## config.mk

```make
export PLATFORM = sky130hd
export DESIGN_NAME = fir_mac_scheduler
export DESIGN_NICKNAME = d
export VERILOG_FILES = /design/src/rtl/fir_sched_pkg.sv /design/src/rtl/fir_rr_arbiter.sv /design/src/rtl/fir_mac_scheduler.sv
export SDC_FILE = /design/constraint.sdc
export NUM_CORES = 1
export LEC_CHECK = 0
export CAP_MARGIN = 20
export CORE_MARGIN = 5
export CORE_UTILIZATION = 45
export DETAILED_ROUTE_END_ITERATION = 6
export PLACE_DENSITY = 0.66
export SLEW_MARGIN = 20
export SYNTH_ARGS = -nofsm -noshare
export SYNTH_HDL_FRONTEND = slang
export SYNTH_SLANG_ARGS = --single-unit
```

## constraint.sdc

```tcl
create_clock -name clk -period 5.4 [get_ports clk]
set_input_delay 1.08 -clock clk [delete_from_list [all_inputs] [get_ports clk]]
set_output_delay 1.08 -clock clk [all_outputs]
set_load 0.05 [all_outputs]
```

## src/rtl/fir_sched_pkg.sv

```systemverilog
`default_nettype none
// +----------------------------------------------------------------------------+
// | Module   : fir_sched_pkg                                                   |
// | Purpose  : Shared types and width helpers for the FIR MAC scheduler.       |
// |            state_e enumerates the controller states; the width functions   |
// |            derive channel, tap and sample-RAM address widths.              |
// | Revision : 1.0  initial release                                            |
// +----------------------------------------------------------------------------+
package fir_sched_pkg;

   typedef enum logic [2:0] {
      S_INIT  = 3'd0,
      S_IDLE  = 3'd1,
      S_GRANT = 3'd2,
      S_MAC   = 3'd3,
      S_DONE  = 3'd4
   } state_e;

   function automatic int ch_width(input int num_ch);
      return $clog2(num_ch);
   endfunction

   function automatic int k_width(input int taps);
      return $clog2(taps);
   endfunction

   function automatic int addr_width(input int num_ch, input int taps);
      return $clog2(num_ch * taps);
   endfunction

   // Number of distinct coefficients stored when the filter is symmetric.
   function automatic int symm_half(input int taps);
      return (taps + 1) / 2;
   endfunction

endpackage
`default_nettype wire

```

## src/rtl/fir_rr_arbiter.sv

```systemverilog
`default_nettype none
// +----------------------------------------------------------------------------+
// | Module   : fir_rr_arbiter                                                  |
// | Purpose  : Combinational round-robin pick. The search starts at the        |
// |            channel after last_i and wraps.                                 |
// | Ports    : req_i  [NUM_CH] request vector                                  |
// |            last_i [CH_W]   most recently granted channel                   |
// |            gnt_o  [NUM_CH] one-hot grant (zero when no request)            |
// |            idx_o  [CH_W]   index of the granted channel                    |
// |            any_o           at least one request present                    |
// | Revision : 1.0  initial release                                            |
// +----------------------------------------------------------------------------+
module fir_rr_arbiter
   import fir_sched_pkg::*;
#(
   parameter  int NUM_CH = 4,
   localparam int CH_W   = ch_width(NUM_CH)
) (
   input  logic [NUM_CH-1:0] req_i,
   input  logic [CH_W-1:0]   last_i,
   output logic [NUM_CH-1:0] gnt_o,
   output logic [CH_W-1:0]   idx_o,
   output logic              any_o
);

   assign any_o = |req_i;

   // Walk from the farthest candidate to the nearest; the nearest requester
   // after last_i is written last and therefore wins.
   always_comb begin
      gnt_o = '0;
      idx_o = '0;
      for (int i = NUM_CH; i >= 1; i--) begin
         if (req_i[(int'(last_i) + i) % NUM_CH]) begin
            gnt_o = NUM_CH'(1) << ((int'(last_i) + i) % NUM_CH);
            idx_o = CH_W'((int'(last_i) + i) % NUM_CH);
         end
      end
   end

endmodule
`default_nettype wire

```

## src/rtl/fir_mac_scheduler.sv

```systemverilog
`default_nettype none
// +----------------------------------------------------------------------------+
// | Module   : fir_mac_scheduler                                               |
// | Purpose  : Time-shares one serial MAC FIR datapath between NUM_CH channels.|
// |            After reset, zeroes the sample RAM (INIT sweep), then serves    |
// |            channel requests round-robin: writes the sample into the        |
// |            channel's ring region and sequences TAPS MAC steps.             |
// | Ports    : clk, syn_rst (sync, active-high), clk_enable (freeze)           |
// |            ch_req/ch_ack       channel handshake                           |
// |            wr_en/wr_zero/wr_addr  sample RAM write port                    |
// |            rd_addr, coeff_addr    sample RAM / coefficient ROM addresses   |
// |            mac_first/mac_last     accumulator control                      |
// |            out_valid/out_ch       result qualifier, busy = not IDLE        |
// | Macro    : FIR_SCHED_SYMM_EN - symmetric coefficients, half-size ROM       |
// | Revision : 1.0  initial release                                            |
// +----------------------------------------------------------------------------+
module fir_mac_scheduler
   import fir_sched_pkg::*;
#(
   parameter  int NUM_CH = 4,
   parameter  int TAPS   = 6,
   localparam int CH_W   = ch_width(NUM_CH),
   localparam int K_W    = k_width(TAPS),
   localparam int ADDR_W = addr_width(NUM_CH, TAPS)
) (
   input  logic              clk,
   input  logic              syn_rst,
   input  logic              clk_enable,
   input  logic [NUM_CH-1:0] ch_req,
   output logic [NUM_CH-1:0] ch_ack,
   output logic              wr_en,
   output logic              wr_zero,
   output logic [ADDR_W-1:0] wr_addr,
   output logic [ADDR_W-1:0] rd_addr,
   output logic [K_W-1:0]    coeff_addr,
   output logic              mac_first,
   output logic              mac_last,
   output logic              out_valid,
   output logic [CH_W-1:0]   out_ch,
   output logic              busy
);

   localparam logic [ADDR_W-1:0] INIT_LAST = ADDR_W'(NUM_CH * TAPS - 1);
   localparam logic [K_W-1:0]    K_LAST    = K_W'(TAPS - 1);
   localparam logic [K_W-1:0]    K_HALF    = K_W'(symm_half(TAPS));

   state_e              state_q, state_d;
   logic [ADDR_W-1:0]   init_cnt_q, init_cnt_d;
   logic [K_W-1:0]      k_q, k_d;
   logic [CH_W-1:0]     ch_q, ch_d;
   logic [CH_W-1:0]     rr_q, rr_d;
   logic [K_W-1:0]      ptr_q [NUM_CH];
   logic [K_W-1:0]      ptr_d [NUM_CH];

   logic [NUM_CH-1:0]   arb_gnt;
   logic [CH_W-1:0]     arb_idx;
   logic                arb_any;
   logic [K_W-1:0]      grant_ptr;
   logic [K_W-1:0]      cur_ptr;

   function automatic logic [K_W-1:0] ptr_inc(input logic [K_W-1:0] p);
      return (p == K_LAST) ? '0 : p + K_W'(1);
   endfunction

   // (p - k) mod TAPS without a divider; k <= TAPS-1 always.
   function automatic logic [K_W-1:0] ptr_sub(input logic [K_W-1:0] p, input logic [K_W-1:0] k);
      return (p >= k) ? p - k : K_W'(TAPS) - (k - p);
   endfunction

   function automatic logic [ADDR_W-1:0] ring_addr(input logic [CH_W-1:0] c, input logic [K_W-1:0] p);
      return ADDR_W'(c) * ADDR_W'(TAPS) + ADDR_W'(p);
   endfunction

   fir_rr_arbiter #(.NUM_CH(NUM_CH)) u_arb (
      .req_i  (ch_req),
      .last_i (rr_q),
      .gnt_o  (arb_gnt),
      .idx_o  (arb_idx),
      .any_o  (arb_any)
   );

   assign grant_ptr = ptr_inc(ptr_q[arb_idx]);
   assign cur_ptr   = ptr_q[ch_q];
   assign busy      = (state_q != S_IDLE);

   always_comb begin
      state_d    = state_q;
      init_cnt_d = init_cnt_q;
      k_d        = k_q;
      ch_d       = ch_q;
      rr_d       = rr_q;
      ptr_d      = ptr_q;
      ch_ack     = '0;
      wr_en      = 1'b0;
      wr_zero    = 1'b0;
      wr_addr    = '0;
      rd_addr    = '0;
      coeff_addr = '0;
      mac_first  = 1'b0;
      mac_last   = 1'b0;
      out_valid  = 1'b0;
      out_ch     = '0;

      case (state_q)
         S_INIT: begin
            wr_en   = 1'b1;
            wr_zero = 1'b1;
            wr_addr = init_cnt_q;
            if (init_cnt_q == INIT_LAST) begin
               init_cnt_d = '0;
               state_d    = arb_any ? S_GRANT : S_IDLE;
            end else begin
               init_cnt_d = init_cnt_q + ADDR_W'(1);
            end
         end
         S_IDLE: begin
            if (arb_any) state_d = S_GRANT;
         end
         S_GRANT: begin
            // A request withdrawn before it was granted is simply dropped.
            if (arb_any) begin
               ch_d           = arb_idx;
               rr_d           = arb_idx;
               ptr_d[arb_idx] = grant_ptr;
               ch_ack         = arb_gnt;
               wr_en          = 1'b1;
               wr_addr        = ring_addr(arb_idx, grant_ptr);
               k_d            = '0;
               state_d        = S_MAC;
            end else begin
               state_d = S_IDLE;
            end
         end
         S_MAC: begin
            rd_addr   = ring_addr(ch_q, ptr_sub(cur_ptr, k_q));
`ifdef FIR_SCHED_SYMM_EN
            coeff_addr = (k_q < K_HALF) ? k_q : K_LAST - k_q;
`else
            coeff_addr = k_q;
`endif
            mac_first = (k_q == '0);
            mac_last  = (k_q == K_LAST);
            if (k_q == K_LAST) state_d = S_DONE;
            else               k_d     = k_q + K_W'(1);
         end
         S_DONE: begin
            out_valid = 1'b1;
            out_ch    = ch_q;
            state_d   = arb_any ? S_GRANT : S_IDLE;
         end
         default: state_d = S_INIT;
      endcase

      // A frozen or resetting cycle must not disturb the RAM, ROM or MAC.
      if (!clk_enable || syn_rst) begin
         ch_ack     = '0;
         wr_en      = 1'b0;
         wr_zero    = 1'b0;
         wr_addr    = '0;
         rd_addr    = '0;
         coeff_addr = '0;
         mac_first  = 1'b0;
         mac_last   = 1'b0;
         out_valid  = 1'b0;
         out_ch     = '0;
      end
   end

   always_ff @(posedge clk) begin
      if (syn_rst) begin
         state_q    <= S_INIT;
         init_cnt_q <= '0;
         k_q        <= '0;
         ch_q       <= '0;
         rr_q       <= CH_W'(NUM_CH - 1);
         for (int i = 0; i < NUM_CH; i++) ptr_q[i] <= '0;
      end else if (clk_enable) begin
         state_q    <= state_d;
         init_cnt_q <= init_cnt_d;
         k_q        <= k_d;
         ch_q       <= ch_d;
         rr_q       <= rr_d;
         ptr_q      <= ptr_d;
      end
   end

   // K_HALF is only consumed in the symmetric build.
   logic unused_ok;
   assign unused_ok = ^K_HALF;

endmodule
`default_nettype wire
```

==> results of run 1 <==
critical path: cells and delay by family:
family,cells,cell delay [ns]
mux,2,0.79
buf+inv,3,0.73
fa+ha+maj,2,0.60
simple gates,3,0.45
compound gates,2,0.29
xor+xnor,1,0.16
power breakdown:
group	internal, mW	leakage (nW)	switching [mW]
clock	0.0524	0.0217	0.0671
sequential	0.200	0.218	0.00136
combinational	0.0211	1.01	0.0285
stage by stage:
step                std cells  worst slack, ns  hold WS, ns  total power, mW  cell area (sq um)
floorplan                 301            0.311        0.496            0.238               2450
global placement          396            0.204        0.529            0.254               2870
detailed placement        396            0.111        0.531            0.255               2870
CTS                       400           0.0897        0.546            0.374               2920
global route              401          0.00585        0.583            0.386               2940
finish                    401            0.215        0.547            0.371               2940
synthesized netlist by cell type, drive strengths merged (2+ instances only):
master	n	area, sq um
nor2b	7	51.3
ha	28	350
a21oi	18	90.1
clkbuf	8	30.0
buf	5	26.3
nand2b	4	25.0
o21ai	14	70.1
fa	3	60.1
inv	22	82.6
nor2	50	190
mux2	2	22.5
o22ai	3	32.5
xor2	4	35.0
a211oi	13	97.6
mux4	6	135
nand2	18	67.6
nor3b	2	15.0
nor3	5	25.0
xnor2	6	52.6
dfxtp	27	541
or3	2	12.5
and2	7	43.8
or2	3	18.8
mux2i	18	180
nand3b	2	15.0
and3	5	31.3
a22oi	9	67.6
cells in the final DEF (no fill, tap or decap), types with 2 or more instances in the layout:
cell	synthesis	routed
nand2_1	18	18
or2_2	3	3
nand3b_1	2	2
buf_4	0	14
o21ai_0	13	13
nor3b_1	2	2
mux2_2	2	2
inv_1	22	22
a211oi_1	13	13
mux4_2	6	6
and2_1	7	7
xor2_1	4	4
nor2_2	1	4
a21oi_1	18	18
nor3_1	5	5
a22oi_1	9	9
clkbuf_8	0	3
dlymetal6s2s_1	0	5
nand2b_1	4	4
fa_1	3	3
o22ai_1	2	2
dfxtp_1	27	27
nor2b_1	6	6
xnor2_1	6	6
or3_1	2	2
nor2_1	49	46
mux2i_1	18	18
and3_1	5	5
clkdlybuf4s50_1	0	16
buf_12	0	4
ha_1	28	28
flip-flops by register name, summed over array words and instances, names as in the netlist:
name,flops
ch_q,2
init_cnt_q,5
k_q,3
ptr_q,12
rr_q,2
state_q,3
what timing repair did:
item / in CTS / in global routing
gates resized for setup: 0 / 8
setup buffers: 0 / 1
hold buffers: 0 / 0
setup endpoints to repair: 0 / 6
path summary, 6_finish.rpt:
path,startpoint,end,slack (ns),depth (start not counted)
max,ch_req[2],wr_addr[3],0.21,13
min,ptr_q[2]$_SDFFE_PP0P_,ptr_q[2]$_SDFFE_PP0P_,0.55,2
max reg2reg,rr_q[0]$_SDFFE_PP1P_,ptr_q[3]$_SDFFE_PP0P_,2.40,12
min reg2reg,ptr_q[2]$_SDFFE_PP0P_,ptr_q[2]$_SDFFE_PP0P_,0.55,2
routing by layer:
layer / share of wire [%] / vias to the layer above / GRT usage (%)
met5: 0 / - / 0
li1: - / 1098 / -
met2: 46 / 30 / 26.6
met4: 0.72 / 0 / 3.80
met3: 3.6 / 4 / 2.67
met1: 50 / 950 / 22.0
cell families (layout without fill, tap and decap cells):
| family | Yosys count | in the layout | synth area share, % |
|---|---|---|---|
| xor+xnor | 10 | 10 | 3.58 |
| mux | 26 | 26 | 13.8 |
| compound gates | 62 | 62 | 16.3 |
| simple gates | 110 | 110 | 21.8 |
| buf+inv | 35 | 65 | 5.67 |
| flops | 27 | 27 | 22.1 |
| fa+ha+maj | 31 | 31 | 16.8 |
final cells by class:
type	instances	area, sq um	area share [%]
Timing Repair Buffer	39	408	13.9
Clock buffer	3	41.3	1.40
Multi-Input combinational cell	239	1780	60.3
Tap cell	70	87.6	2.98
Clock inverter	1	7.51	0.255
Sequential cell	27	541	18.4
Inverter	22	82.6	2.81
==> flow_summary.json, run 1 <==
{
  "outcome": "finished clean",
  "initial_core_util_pct": 47.0,
  "io_pins": 32,
  "syn_inst": 301,
  "io_buffer_count": 31,
  "syn_avg_cell_area_sq_um": 8.13,
  "finalSetupViolations": 0,
  "worstPathRequired_ns": 4.32,
  "cts_buffer_depth": 2,
  "grt_pass1_vias": 2043,
  "drive_above_1_share_pct": 11.8,
  "critical-path-max-stage-delay_ns": 0.54,
  "yosysUniqueCellTypes": 42,
  "critPathKind": "input port to primary output",
  "finalClockSkew_ns": 0.00221,
  "hp-class": "register to register",
  "dieWidth_um": 83.7,
  "path_cells": "clkdlybuf4s50_1 -> mux4_2 -> nor2b_4 -> nor2_2 -> o22ai_4 -> mux2i_1 -> inv_1 -> ha_1 -> fa_1 -> xor2_1 -> a22oi_1 -> nor2_2 -> buf_12",
  "antenna_found_initial": 0,
  "p_per_area_nw_per_um2": 126,
  "num-nets-final": 370,
  "period_share_pct": 96.0,
  "synth_warnings": 0,
  "ys_seq_area_share_pct": 22.1,
  "cts_tree": "done",
  "critPathCaptureType": "primary output",
  "grt-ovfl-total": 0,
  "syn_nets": 339,
  "fin_util_pct": 56.5,
  "viasPerCell": 5.19,
  "die_h_um": 83.7,
  "vias": 2082,
  "syn-cell-area_sq_um": 2450,
  "diodes": 0,
  "cts_sinks": 27,
  "routed_wl_mm": 5.40,
  "fill_cells": 487,
  "synthArstFlopShare_pct": 0,
  "htreeDepth": 1,
  "path_max_fanout": 7,
  "power_leakage_nw": 1.25,
  "std_cell_rows": 26,
  "fmax_ghz": 0.193,
  "wl_per_cell_um": 13.5,
  "routabilityCongestion": 0.907,
  "areaGrowthSynthToFinish_pct": 20.2,
  "cap_viol_max_count": 0,
  "period_minus_slack_ns": 5.19,
  "crit_top_cell": "nor2_2",
  "peakVddDrop_uv": 76.7,
  "slew_headroom_pct": 63.0,
  "grt_usage_pct": 16.2,
  "core_sq_um": 5200,
  "synth_edf_count": 0,
  "synth-seq-cells": 27,
  "slew_viol_final": 0,
  "dieArea_sq_um": 7010,
  "max_slew.worst_pin.slew_ns": 0.539,
  "ant_nets": 0,
  "rsz0062_at_grt": "no",
  "hold_viol_final": 0,
  "first_pass_iters": 4,
  "cp.arrival_ns": 4.11,
  "clkTransAtPathRegs_ns": 0.10,
  "cts_made_buffers": 3,
  "ys.flop_type": "dfxtp_1",
  "cts_root_buffer": "clkbuf_8",
  "drc": 0,
  "drt-initial-drc-count": 106,
  "clock_latency_ns": 0.27,
  "final.setup.tns_ns": 0,
  "grt_pass1_wl_mm": 9.53,
  "cp-start-kind": "input port",
  "place_hpwl_mm": 4.26,
  "cpMaxStageDelayCell": "mux4_2",
  "grt_max_degree": 29
}
Note: power is estimated with default switching activity, not from simulation.
==> run 2, diff against run 1 <==
--- a/config.mk
+++ b/config.mk
@@ -6,4 +6,5 @@
 export NUM_CORES = 1
 export LEC_CHECK = 0
+export ABC_AREA = 1
 export CAP_MARGIN = 20
 export CORE_MARGIN = 5
==> constraint.sdc (replaced) <==
create_clock -name clk -period 5.4 [get_ports clk]
set_input_delay 1.08 -clock clk [delete_from_list [all_inputs] [get_ports clk]]
set_output_delay 1.08 -clock clk [all_outputs]
set_load 0.1 [all_outputs]
==> flow_summary.json, run 2 <==
{
  "grt_usage_pct": 17.5,
  "slew_headroom_pct": 35.1,
  "synth_edf_count": 0,
  "p_int_mw": 0.280,
  "critPathKind": "input port to primary output",
  "yosys.cell_count.top_type": "inv_1",
  "period_share_pct": 95.8,
  "critPathCaptureType": "primary output",
  "drive_above_1_share_pct": 17.5,
  "cap_viol_max_count": 0,
  "synth_top_area_share_pct": 21.0,
  "period_minus_slack_ns": 5.17,
  "finalSetupViolations": 0,
  "dieArea_sq_um": 7340,
  "synth.top_cells.by_area": "dfxtp_1, ha_1, inv_1",
  "synth_top_cell_by_area": "dfxtp_1",
  "outcome": "finished clean",
  "peakVddDrop_uv": 124,
  "drc": 0,
  "final.setup.tns_ns": 0,
  "die_h_um": 85.7,
  "cp.depth": 23,
  "final_cell_mix": "inv_1, nand2_1, nand3_1, a21oi_1, ha_1",
  "finalClockSkew_ns": 0.00958,
  "antenna_found_initial": 0,
  "htreeDepth": 1,
  "first_pass_iters": 4,
  "ys.flop_type": "dfxtp_1",
  "place_hpwl_mm": 5.07,
  "top_register": "ptr_q",
  "crit_top_cell": "nand2_2",
  "ys_seq_area_share_pct": 21.0,
  "switching_power_mw": 0.129,
  "vias": 2497,
  "syn-cell-area_sq_um": 2580,
  "fin_ws_ns": 0.226,
  "power.share.clock_pct": 29.6,
  "wl_per_cell_um": 12.8,
  "critical-path-max-stage-delay_ns": 0.45,
  "clkTransAtPathRegs_ns": 0.10,
  "largest_reg_flops": 12,
  "fmax_ghz": 0.193,
  "critPathBufInv": 6,
  "netSwitchingFraction_pct": 31.5,
  "syn_inst": 384,
  "cts_hold_buf": 0,
  "post-cts-setup-buffer-count": 0,
  "syn_nets": 422,
  "reg2reg_slack_ns": 2.38,
  "cp-start-kind": "input port",
  "path_cells": "clkdlybuf4s50_1 -> inv_1 -> nand2_1 -> nand3_2 -> nand2_4 -> inv_4 -> nand2_2 -> nand2_2 -> nand2_4 -> nand2_8 -> nand2_2 -> nand3_2 -> nand2_2 -> inv_2 -> nand2_2 -> nand2_1 -> ha_1 -> fa_1 -> xnor2_1 -> o22ai_1 -> inv_1 -> nor2_2 -> buf_12",
  "num-nets-final": 456,
  "grt_max_degree": 21,
  "largestRegisters": "ptr_q: 12 flops, init_cnt_q: 5 flops",
  "syn_avg_cell_area_sq_um": 6.72,
  "min_path_cells": 2,
  "grt_pass1_vias": 2388,
  "hold_start": "state_q[2]$_SDFFE_PP0P_",
  "fin_util_pct": 54.8,
  "r2r-start": "rr_q[0]$_SDFFE_PP1P_",
  "rr_worst_depth": 18,
  "cts_tree": "done",
  "std_cell_rows": 27,
  "ant_nets": 0,
  "synth_warnings": 0,
  "grt-ovfl-total": 0,
  "worstPathRequired_ns": 4.32,
  "slew_viol_final": 0,
  "comb_power_share_pct": 21.0,
  "io_buffer_count": 31,
  "viasPerCell": 5.11,
  "diodes": 0,
  "cts_buffer_depth": 2,
  "cts_made_buffers": 3,
  "ctsResizeCount": 0,
  "crit_start": "ch_req[1]",
  "fill_cells": 574,
  "cpMaxStageDelayCell": "clkdlybuf4s50_1",
  "routabilityCongestion": 0.974,
  "power_leakage_nw": 1.46,
  "routed_wl_mm": 6.25,
  "dieWidth_um": 85.7,
  "synth-seq-cells": 27,
  "drt-initial-drc-count": 139,
  "initial_core_util_pct": 46.5,
  "p_per_area_nw_per_um2": 135,
  "yosysUniqueCellTypes": 37,
  "rsz0062_at_grt": "no",
  "cts_sinks": 27,
  "clock_latency_ns": 0.28,
  "path_max_fanout": 12,
  "hold_viol_final": 0,
  "dp_slack_ns": 0.229,
  "io_pins": 32,
  "hp-class": "register to register",
  "layout_commonest_cell": "inv_1",
  "synth_common_cells": "inv_1, nand2_1, a21oi_1, nand3_1",
  "synthArstFlopShare_pct": 0,
  "crit_family": "simple AND/OR/NAND/NOR gates",
  "areaGrowthSynthToFinish_pct": 17.7,
  "max_slew.worst_pin.slew_ns": 0.970,
  "cts_root_buffer": "clkbuf_8",
  "seqPwrFrac_pct": 49.4,
  "grt_pass1_wl_mm": 10.7,
  "cp.arrival_ns": 4.09,
  "core_sq_um": 5540,
  "whs_ns": 0.505
}
-- run 2: changes by cell type after synthesis, sizes merged, moves of 6 or more --
cell	change
a211oi	-8
a22oi	-7
nor2	-20
mux2i	-18
o21ai	+8
inv	+53
nand2	+66
mux4	-6
a21oi	+17
and2	-7
nand3	+37
nor2b	-7
-- run 2: power by group through the flow --
stage                     logic (mW)  clock network (mW)  registers [mW]
after floorplan               0.0645                   0           0.206
after global placement        0.0835                   0           0.207
final                         0.0858               0.121           0.202
after CTS                     0.0850               0.125           0.202
after global routing          0.0942               0.132           0.203
after detailed placement      0.0843                   0           0.207
-- run 2: final cells by class --
class                   instances  area (sq um)  area share (%)
multi-input cells             278          1760            58.0
flip-flops and latches         27           541            17.8
repair buffers                 32           308            10.1
inverters                      76           288            9.48
well taps                      72          90.1            2.97
clock buffers                   3          41.3            1.36
clock inverters                 1          7.51           0.247
-- run 2: metal layers --
layer	global-route usage, %	vias up	wire [um]
met5	0	-	0
met4	4.75	0	108
met3	2.79	12	280
met2	29.4	53	2860
met1	23.3	1120	3010
li1	-	1312	-
-- run 2: final timing paths --
kind                             end
min          state_q[2]$_SDFFE_PP0P_
max reg2reg    ptr_q[3]$_SDFFE_PP0P_
min reg2reg  state_q[2]$_SDFFE_PP0P_
max                       wr_addr[3]
-- run 2: worst min-delay path, stage by stage, from the launching register on --
cell and delay (ns):
dfxtp_1 0.34, nand2_1 0.07, a21oi_1 0.05
-- run 2: kinds of logic (layout without fill, tap and decap cells) --
logic type               count (synthesis)  in the layout  synth area share, %
AO/OA/AOI/OAI                           77             77                 17.4
AND/OR/NAND/NOR                        165            165                 32.4
buffers and inverters                   79            112                 11.6
flip-flops                              27             27                 21.0
XOR/XNOR                                 5              5                 1.70
adder cells (fa/ha/maj)                 31             31                 15.9
-- run 2: through the flow --
| step | cells | power (mW) | cell area (sq um) |
|---|---|---|---|
| after floorplan | 384 | 0.271 | 2590 |
| after global placement | 485 | 0.290 | 2970 |
| after detailed placement | 485 | 0.291 | 2970 |
| after CTS | 489 | 0.412 | 3020 |
| after global routing | 489 | 0.429 | 3030 |
| final | 489 | 0.409 | 3030 |
==> run 3, diff against run 2 <==
Settings changed: CORE_UTILIZATION 45 to 33, PLACE_DENSITY 0.66 to 0.51.
==> flow_summary.json, run 3 (synthesized netlist as in run 2, its figures left out) <==
{
  "outcome": "finished clean",
  "fin_ws_ns": 0.241,
  "fin_area_sq_um": 3090,
  "routabilityCongestion": 0.865,
  "clkTransAtPathRegs_ns": 0.10,
  "dp_slack_ns": 0.200,
  "viasPerCell": 4.75,
  "wl_per_cell_um": 12.6,
  "drive_above_1_share_pct": 17.9,
  "cts_tree": "done",
  "cpMaxStageDelayCell": "fa_2",
  "largestRegisters": "ptr_q: 12 flops, init_cnt_q: 5 flops",
  "dp_cells": 516,
  "antenna_found_initial": 0,
  "power.share.clock_pct": 29.0,
  "areaGrowthSynthToFinish_pct": 19.8,
  "grt_usage_pct": 13.4,
  "grt-ovfl-total": 0,
  "path_cells": "clkdlybuf4s50_1 -> inv_1 -> nand2_1 -> nand3_2 -> nand2_4 -> inv_4 -> nand2_2 -> nand2_2 -> nand2_4 -> nand2_8 -> nand2_1 -> nand3_2 -> nand2_4 -> inv_2 -> nand2_2 -> nand2_1 -> ha_1 -> fa_2 -> a22oi_1 -> nor2_1 -> buf_12",
  "path_max_fanout": 12,
  "critical-path-max-stage-delay_ns": 0.54,
  "rsz0062_at_grt": "no",
  "clock_latency_ns": 0.28,
  "critPathCaptureType": "primary output",
  "finalClockSkew_ns": 0.00830,
  "comb_power_share_pct": 21.6,
  "core_sq_um": 7690,
  "place_hpwl_mm": 5.22,
  "drc": 0,
  "cts_root_buffer": "clkbuf_8",
  "switching_power_mw": 0.127,
  "cp.arrival_ns": 4.08,
  "hp-class": "register to register",
  "cts_buffer_depth": 2,
  "hold_viol_final": 0,
  "cp-start-kind": "input port",
  "peakVddDrop_uv": 84.8,
  "critPathKind": "input port to primary output",
  "fin_util_pct": 40.2,
  "grt_max_degree": 15,
  "die_h_um": 98.4,
  "dpl_cell_area_sq_um": 3020,
  "total_power_mw": 0.410,
  "slew_headroom_pct": 35.3,
  "power_leakage_nw": 1.47,
  "cts_made_buffers": 3,
  "fill_cells": 823,
  "cts_sinks": 27,
  "slew_viol_final": 0,
  "whs_ns": 0.508,
  "seqPwrFrac_pct": 49.4,
  "largest_reg_flops": 12,
  "max_slew.worst_pin.slew_ns": 0.967,
  "io_buffer_count": 31,
  "htreeDepth": 1,
  "dieArea_sq_um": 9680,
  "fmax_ghz": 0.194,
  "first_pass_iters": 4,
  "grt_pass1_wl_mm": 10.9,
  "worstPathRequired_ns": 4.32,
  "multi_input_area_sq_um": 1770,
  "io_pins": 32,
  "cts_hold_buf": 0,
  "num-nets-final": 458,
  "initial_core_util_pct": 33.5,
  "period_share_pct": 95.5,
  "routed_wl_mm": 6.58,
  "std_cell_rows": 32,
  "top_register": "ptr_q",
  "cap_viol_max_count": 0,
  "diodes": 0,
  "vias": 2475,
  "finalSetupViolations": 0,
  "instances_no_fill": 521,
  "drt-initial-drc-count": 191,
  "netSwitchingFraction_pct": 31.1,
  "dieWidth_um": 98.4,
  "final_cell_mix": "inv_1, nand2_1, nand3_1, a21oi_1, ha_1",
  "final.setup.tns_ns": 0,
  "p_int_mw": 0.282,
  "grt_pass1_vias": 2318,
  "layout_commonest_cell": "inv_1",
  "ant_nets": 0,
  "p_per_area_nw_per_um2": 133,
  "regArea_sq_um": 541,
  "period_minus_slack_ns": 5.16
}
-- run 3: what timing repair did --
action | 4_1_cts | 5_1_grt
buffers inserted | 0 | 1
gates resized for setup | 0 | 5
setup endpoints to repair | 0 | 3
-- run 3: critical path: cells and delay by family --
kind,cells,cell delay (ns)
buf+inv,5,0.87
fa+ha+maj,2,0.77
compound gates,1,0.06
simple gates,13,1.31
-- run 3: layer usage --
metal  share of wire, %  track usage [%]  routed length, um
met1                 51             19.1               3330
met2                 47             22.2               3060
met3                2.9             1.93                192
met4                  0             1.58                  0
met5                  0                0                  0
-- run 3: final cells by class --
cell class,instances,share of cell area (%)
Multi-Input combinational cell,278,57.2
Timing Repair Buffer,34,10.4
Clock buffer,4,1.46
Sequential cell,27,17.5
Tap cell,102,4.13
Inverter,76,9.31
-- run 3: final timing paths --
| kind | from | to | slack (ns) | depth (start not counted) |
|---|---|---|---|---|
| max | ch_req[3] | wr_addr[2] | 0.24 | 21 |
| min | init_cnt_q[3]$_SDFFE_PP0P_ | init_cnt_q[4]$_SDFFE_PP0P_ | 0.51 | 2 |
| max reg2reg | rr_q[0]$_SDFFE_PP1P_ | ptr_q[3]$_SDFFE_PP0P_ | 2.45 | 17 |
| min reg2reg | init_cnt_q[3]$_SDFFE_PP0P_ | init_cnt_q[4]$_SDFFE_PP0P_ | 0.51 | 2 |
-- run 3: power by group through the flow --
| stage | Combinational (mW) | Clock [mW] | Sequential (mW) |
|---|---|---|---|
| after global routing | 0.0978 | 0.132 | 0.203 |
| after floorplan | 0.0645 | 0 | 0.206 |
| after detailed placement | 0.0849 | 0 | 0.207 |
| after CTS | 0.0858 | 0.124 | 0.202 |
| after global placement | 0.0850 | 0 | 0.207 |
| final | 0.0885 | 0.119 | 0.202 |
